File: src/rtl/ibex_ipm_arbiter.sv
// Two-port arbiter and sequencer for the shared IPM multiplier.
// Port 0 is the core pipeline, port 1 a secondary requester.
module ibex_ipm_arbiter #(
   parameter int unsigned TimeoutCycles = 64,
   parameter int unsigned OpWidth       = 2
) (
   input  logic               clk_i,
   input  logic               rst_ni,
   input  logic [1:0]         req_i,
   input  logic [OpWidth-1:0] op0_i,
   input  logic [OpWidth-1:0] op1_i,
   input  logic [31:0]        a0_i,
   input  logic [31:0]        b0_i,
   input  logic [31:0]        a1_i,
   input  logic [31:0]        b1_i,
   output logic [1:0]         gnt_o,
   output logic [1:0]         rvalid_o,
   input  logic [1:0]         rready_i,
   output logic [31:0]        rdata_o,
   output logic               err_o,
   input  logic               flush0_i,
   output logic               busy_o,
   output logic               ipm_en_o,
   output logic               ipm_sel_o,
   output logic [OpWidth-1:0] ipm_operator_o,
   output logic [31:0]        ipm_operand_a_o,
   output logic [31:0]        ipm_operand_b_o,
   input  logic [31:0]        ipm_result_i,
   input  logic               ipm_valid_i
);

   localparam int unsigned CntW = $clog2(TimeoutCycles);
   localparam logic [CntW-1:0] CntMax = CntW'(TimeoutCycles - 1);

   typedef enum logic [2:0] {
      IDLE,
      START,
      BUSY,
      RESP,
      DRAIN
   } state_e;

   state_e               state_q;
   logic [CntW-1:0]      cnt_q;
   logic                 owner_q;
   logic                 last_q;
   logic                 err_q;
   logic [31:0]          rdata_q;
   logic [OpWidth-1:0]   op_q;
   logic [31:0]          a_q;
   logic [31:0]          b_q;

   logic [1:0] req_eff;
   logic       pick;
   logic       timeout;
   logic       kill;

   // a flushing core cannot win arbitration for port 0
   assign req_eff = {req_i[1], req_i[0] & ~flush0_i};
   assign timeout = (cnt_q == CntMax);
   assign kill    = flush0_i & ~owner_q;

   always_comb begin
      pick = 1'b0;
      if (req_eff == 2'b11) begin
         pick = ~last_q;
      end else begin
         pick = req_eff[1];
      end
   end

   assign gnt_o = (state_q == IDLE && |req_eff) ?
                  (pick ? 2'b10 : 2'b01) : 2'b00;

   assign rvalid_o = (state_q != RESP) ? 2'b00 :
                     (owner_q ? 2'b10 : 2'b01);

   assign busy_o          = (state_q != IDLE);
   assign ipm_en_o        = (state_q == START);
   assign ipm_sel_o       = (state_q == START) ||
                            (state_q == BUSY)  ||
                            (state_q == DRAIN);
   assign err_o           = err_q;
   assign rdata_o         = rdata_q;
   assign ipm_operator_o  = op_q;
   assign ipm_operand_a_o = a_q;
   assign ipm_operand_b_o = b_q;

   always_ff @(posedge clk_i or negedge rst_ni) begin
      if (!rst_ni) begin
         state_q <= IDLE;
         cnt_q   <= '0;
         owner_q <= 1'b0;
         last_q  <= 1'b1;
         err_q   <= 1'b0;
         rdata_q <= '0;
         op_q    <= '0;
         a_q     <= '0;
         b_q     <= '0;
      end else begin
         unique case (state_q)
            IDLE: begin
               if (|req_eff) begin
                  owner_q <= pick;
                  last_q  <= pick;
                  op_q    <= pick ? op1_i : op0_i;
                  a_q     <= pick ? a1_i : a0_i;
                  b_q     <= pick ? b1_i : b0_i;
                  state_q <= START;
               end
            end
            START: begin
               cnt_q   <= '0;
               state_q <= kill ? DRAIN : BUSY;
            end
            BUSY: begin
               cnt_q <= cnt_q + 1'b1;
               if (kill) begin
                  state_q <= (ipm_valid_i || timeout) ? IDLE : DRAIN;
               end else if (ipm_valid_i) begin
                  rdata_q <= ipm_result_i;
                  err_q   <= 1'b0;
                  state_q <= RESP;
               end else if (timeout) begin
                  rdata_q <= '0;
                  err_q   <= 1'b1;
                  state_q <= RESP;
               end
            end
            DRAIN: begin
               cnt_q <= cnt_q + 1'b1;
               if (ipm_valid_i || timeout) begin
                  state_q <= IDLE;
               end
            end
            RESP: begin
               if (kill || rready_i[owner_q]) begin
                  err_q   <= 1'b0;
                  state_q <= IDLE;
               end
            end
            default: state_q <= IDLE;
         endcase
      end
   end

endmodule

File: config.mk
export PLATFORM = sky130hd
export DESIGN_NAME = ibex_ipm_arbiter
export DESIGN_NICKNAME = d
export VERILOG_FILES = /design/src/rtl/ibex_ipm_arbiter.sv
export SDC_FILE = /design/constraint.sdc
export NUM_CORES = 1
export LEC_CHECK = 0
export BUFFER_PORTS_ARGS = -buffer_cell sky130_fd_sc_hd__buf_2
export CORE_AREA = 8 8 139 141
export DETAILED_ROUTE_END_ITERATION = 8
export DIE_AREA = 0 0 147 149
export PLACE_DENSITY = 0.61
export SLEW_MARGIN = 20
export SYNTH_ARGS = -nofsm -noshare
export SYNTH_HDL_FRONTEND = slang
export SYNTH_SLANG_ARGS = --single-unit
File: constraint.sdc
create_clock -name clk_i -period 2.1 [get_ports clk_i]
set_input_delay 0.42 -clock clk_i [delete_from_list [all_inputs] [get_ports clk_i]]
set_output_delay 0.42 -clock clk_i [all_outputs]
set_load 0.02 [all_outputs]
==> results by group <==
Finish
  • Area Growth Syn to Fin: 40.91%
  • Most common cell after layout, fill and taps aside: buf_2
  • Fillers: 1,693
  • Layout cell share with drive strength beyond 1: 0.4860
  • Most frequent cells in the layout: 276 x buf_2, 107 x dfrtp_1, 98 x a22o_1, 71 x a21o_1, 9 x clkbuf_16
  • N_diodes: 0
  • Core Util, Final: 0.3889
  • NumNets Final: 812
  • Post-Layout Cell Count: 869

STA
  • Final Hold Fails: 0
  • Min Tclk post-route: 1.982 ns
  • Worst Skew: 0.01179 ns
  • Max Freq: 504.6 MHz
  • Hold slack final: 0.1535 ns
  • Finish-stage setup viols: 0
  • Final setup margin: 0.1181 ns
  • Worst Max-Slew Pin Slew: 0.8136 ns
  • RSZ-0062 raised after global routing: no
  • Tcrit/Tclk final: 0.9438
  • Slew Viols, Final: 0
  • Max_slew headroom: 0.4556

Detailed routing
  • DRC: 0
  • Wirelength, routed: 15,400 um
  • Via Count: 4,226
  • Routed WL per cell: 17.72 um
  • Initial DRT Pass Iterations: 4
  • Final ANT Viol Nets: 0
  • Drt first-iter violations: 133
  • Via density: 4.863

Hold path
  • Hold Path Class: input pin to async pin

Global route
  • Vias in the first global route: 4,656
  • Met2 Resource Use GR: 0.2281
  • GR Util All Layers: 0.1371
  • Largest net degree at the start of global routing: 111
  • GR peak layer: met2
  • First-pass GRT wire length: 24,610 um
  • GR Layer Usage met3: 0.05431
  • Initial antenna violation count: 0
  • Met1 Track Usage GR: 0.1586
  • Total gr overflow: 0

Clock network
  • CTS Buffer Depth: 2
  • H-tree depth: 3
  • CTS sink count: 110
  • Postcts setup bufs: 0
  • CTS buffer count: 9
  • CTS tree: built
  • Worst skew pair latency: 0.35 ns
  • Root Driver: clkbuf_16
  • Clk slew on worst S/H paths: 0.08 ns

Worst setup path
  • Worst R2R Start: cnt_q[0]$_DFFE_PN0P_
  • Crit-path max cell delay: 0.48 ns
  • Worst Setup End Kind: primary output
  • Crit path DAT: 1.56 ns
  • CP Launch Type: flop
  • Critical Path Start: state_q[2]$_DFFE_PN0P_
  • Crit Path Category: flop to primary output
  • Worst path cell trace: nor3_2 -> and3_4 -> buf_2
  • Critical path peak fanout: 9
  • Buf/Inv on CP: 1
  • Worst path slowest cell: dfrtp_2
  • Reg2Reg Capture Point: rdata_o[12]$_DFFE_PN0P_
  • Worst EP required: 1.68 ns
  • Worst R2R Path Depth: 5
  • Reg2reg setup slack: 0.29 ns
  • Crit-path leading delay family: simple AND/OR/NAND/NOR gates
  • Instance count on the critical path: 3

Pwr
  • Maximum VDD drop: 0.0006088 V
  • PD cells: 1592 nW/um2
  • Leakage: 3.908 nW

Run
  • Max Cap Viol: 0

Run status
  • Outcome: completed

Floorplanning
  • FP Rows: 48
  • Ports: 278
  • Initial Util: 0.2760
  • Total core area: 17,060 um2
  • Die area: 21,900 um2
  • Die X: 147 um
  • Die Ht: 149 um

Logic synthesis
  • Syn Area/Cell: 12.62 um2
  • Mapped cell area: 4707 um2
  • Cells after synthesis: 373
  • Sequential share of the synthesized area: 0.5851
  • Ys Warns: 0
  • Cell variety after synth: 35
  • Net Count, Synth: 546
  • Number of synthesized register bits: 110

Placed design
  • Post-Place Setup Slack: -0.05472 ns
  • Inst Count DP: 853
  • DP Wirelength: 11,630 um
  • Port Buf Inserts: 277
  • Placer Congestion: 0.8140
[through the flow]
step	TNS, ns	instance area, um2	total power, W
3_5_place_dp	-1.174	6330	0.009009
3_3_place_gp	0	6330	0.008852
2_1_floorplan	0	4707	0.007155
5_1_grt	0	6633	0.01129
6_report	0	6633	0.01056
4_1_cts	0	6625	0.01073
[where the power goes]
| part | switching (W) | internal, W | leakage, nW | total (W) |
|---|---|---|---|---|
| clock network | 0.000802 | 0.000829 | 0.133 | 0.00163 |
| logic | 0.00296 | 0.00226 | 2.40 | 0.00522 |
| registers | 0.000603 | 0.00310 | 1.38 | 0.00370 |
[final cells by class]
cell class / instances / area, um2 / area share
multi-input combinational: 227 / 1782 / 0.2686
clock buffer: 10 / 229.0 / 0.03452
inverter: 4 / 15.01 / 0.002264
timing repair buffer: 287 / 1514 / 0.2283
clock inverter: 6 / 55.05 / 0.008300
tap: 225 / 281.5 / 0.04244
sequential: 110 / 2756 / 0.4156
[worst max path at each step]
stage	slack, ns	endpoint
global route	0.04	gnt_o[1]
floorplan	0.23	cnt_q[2]$_DFFE_PN0P_
finish	0.12	gnt_o[1]
global placement	0.09	rdata_o[12]$_DFFE_PN0P_
CTS	0.02	ipm_sel_o
detailed placement	-0.05	rdata_o[28]$_DFFE_PN0P_
[registers in the layout (all words and copies together) (netlist names)]
signal and cells:
ipm_operand_b_o 32, last_q 1, err_o 1, ipm_operand_a_o 32, ipm_operator_o 2, state_q 3, owner_q 1, cnt_q 6
rdata_o 32
[cells in the mapped netlist]
master | count | area (um2)
dfrtp_1 | 109 | 2728
a22o_1 | 98 | 858.3
a21o_1 | 71 | 533.0
buf_2 | 14 | 70.07
clkbuf_1 | 10 | 37.54
nand2_1 | 6 | 22.52
o21ai_0 | 6 | 30.03
buf_6 | 5 | 56.30
nor2_1 | 5 | 18.77
a21oi_1 | 4 | 20.02
inv_1 | 4 | 15.01
nor2b_1 | 4 | 25.02
and3_1 | 3 | 18.77
buf_4 | 3 | 22.52
nand3_1 | 3 | 15.01
nor3_1 | 3 | 15.01
and2_1 | 2 | 12.51
mux2_2 | 2 | 22.52
nand2b_1 | 2 | 12.51
nor3b_1 | 2 | 15.01
o22ai_1 | 2 | 12.51
xnor2_1 | 2 | 17.52
a211oi_1 | 1 | 7.510
a32o_1 | 1 | 10.01
dfstp_2 | 1 | 26.28
ha_1 | 1 | 12.51
mux2i_1 | 1 | 10.01
nor3_2 | 1 | 10.01
nor4_1 | 1 | 6.260
nor4b_1 | 1 | 8.760
o21a_1 | 1 | 7.510
o21ai_1 | 1 | 5.000
o21ai_2 | 1 | 8.760
o31ai_1 | 1 | 7.510
xor2_1 | 1 | 8.760
[worst register-to-register path, stage by stage (launching register included)]
cell,delay [ns]
dfrtp_1,0.43
ha_1,0.24
nand3_1,0.10
nor2_1,0.08
o21ai_4,0.63
a22o_1,0.26
[cell families after synthesis]
| group | Yosys count | share of synthesized area |
|---|---|---|
| flops | 110 | 0.5851 |
| simple gates | 33 | 0.03827 |
| mux | 3 | 0.006911 |
| buf+inv | 36 | 0.04280 |
| xor+xnor | 3 | 0.005583 |
| compound gates | 187 | 0.3187 |
| fa+ha+maj | 1 | 0.002658 |
[routing by layer]
| layer | part of all wire | wire, um |
|---|---|---|
| met1 | 0.41 | 6345 |
| met2 | 0.48 | 7328 |
| met3 | 0.092 | 1423 |
| met4 | 0.020 | 301 |
| met5 | 0 | 0 |
[repair_timing]
item / 4_1_cts / 5_1_grt
endpoints found under the setup margin: 33 / 2
gates resized for setup: 2 / 3
hold buffers: 0 / 0
No activity file was read; power rests on OpenSTA's default activity.
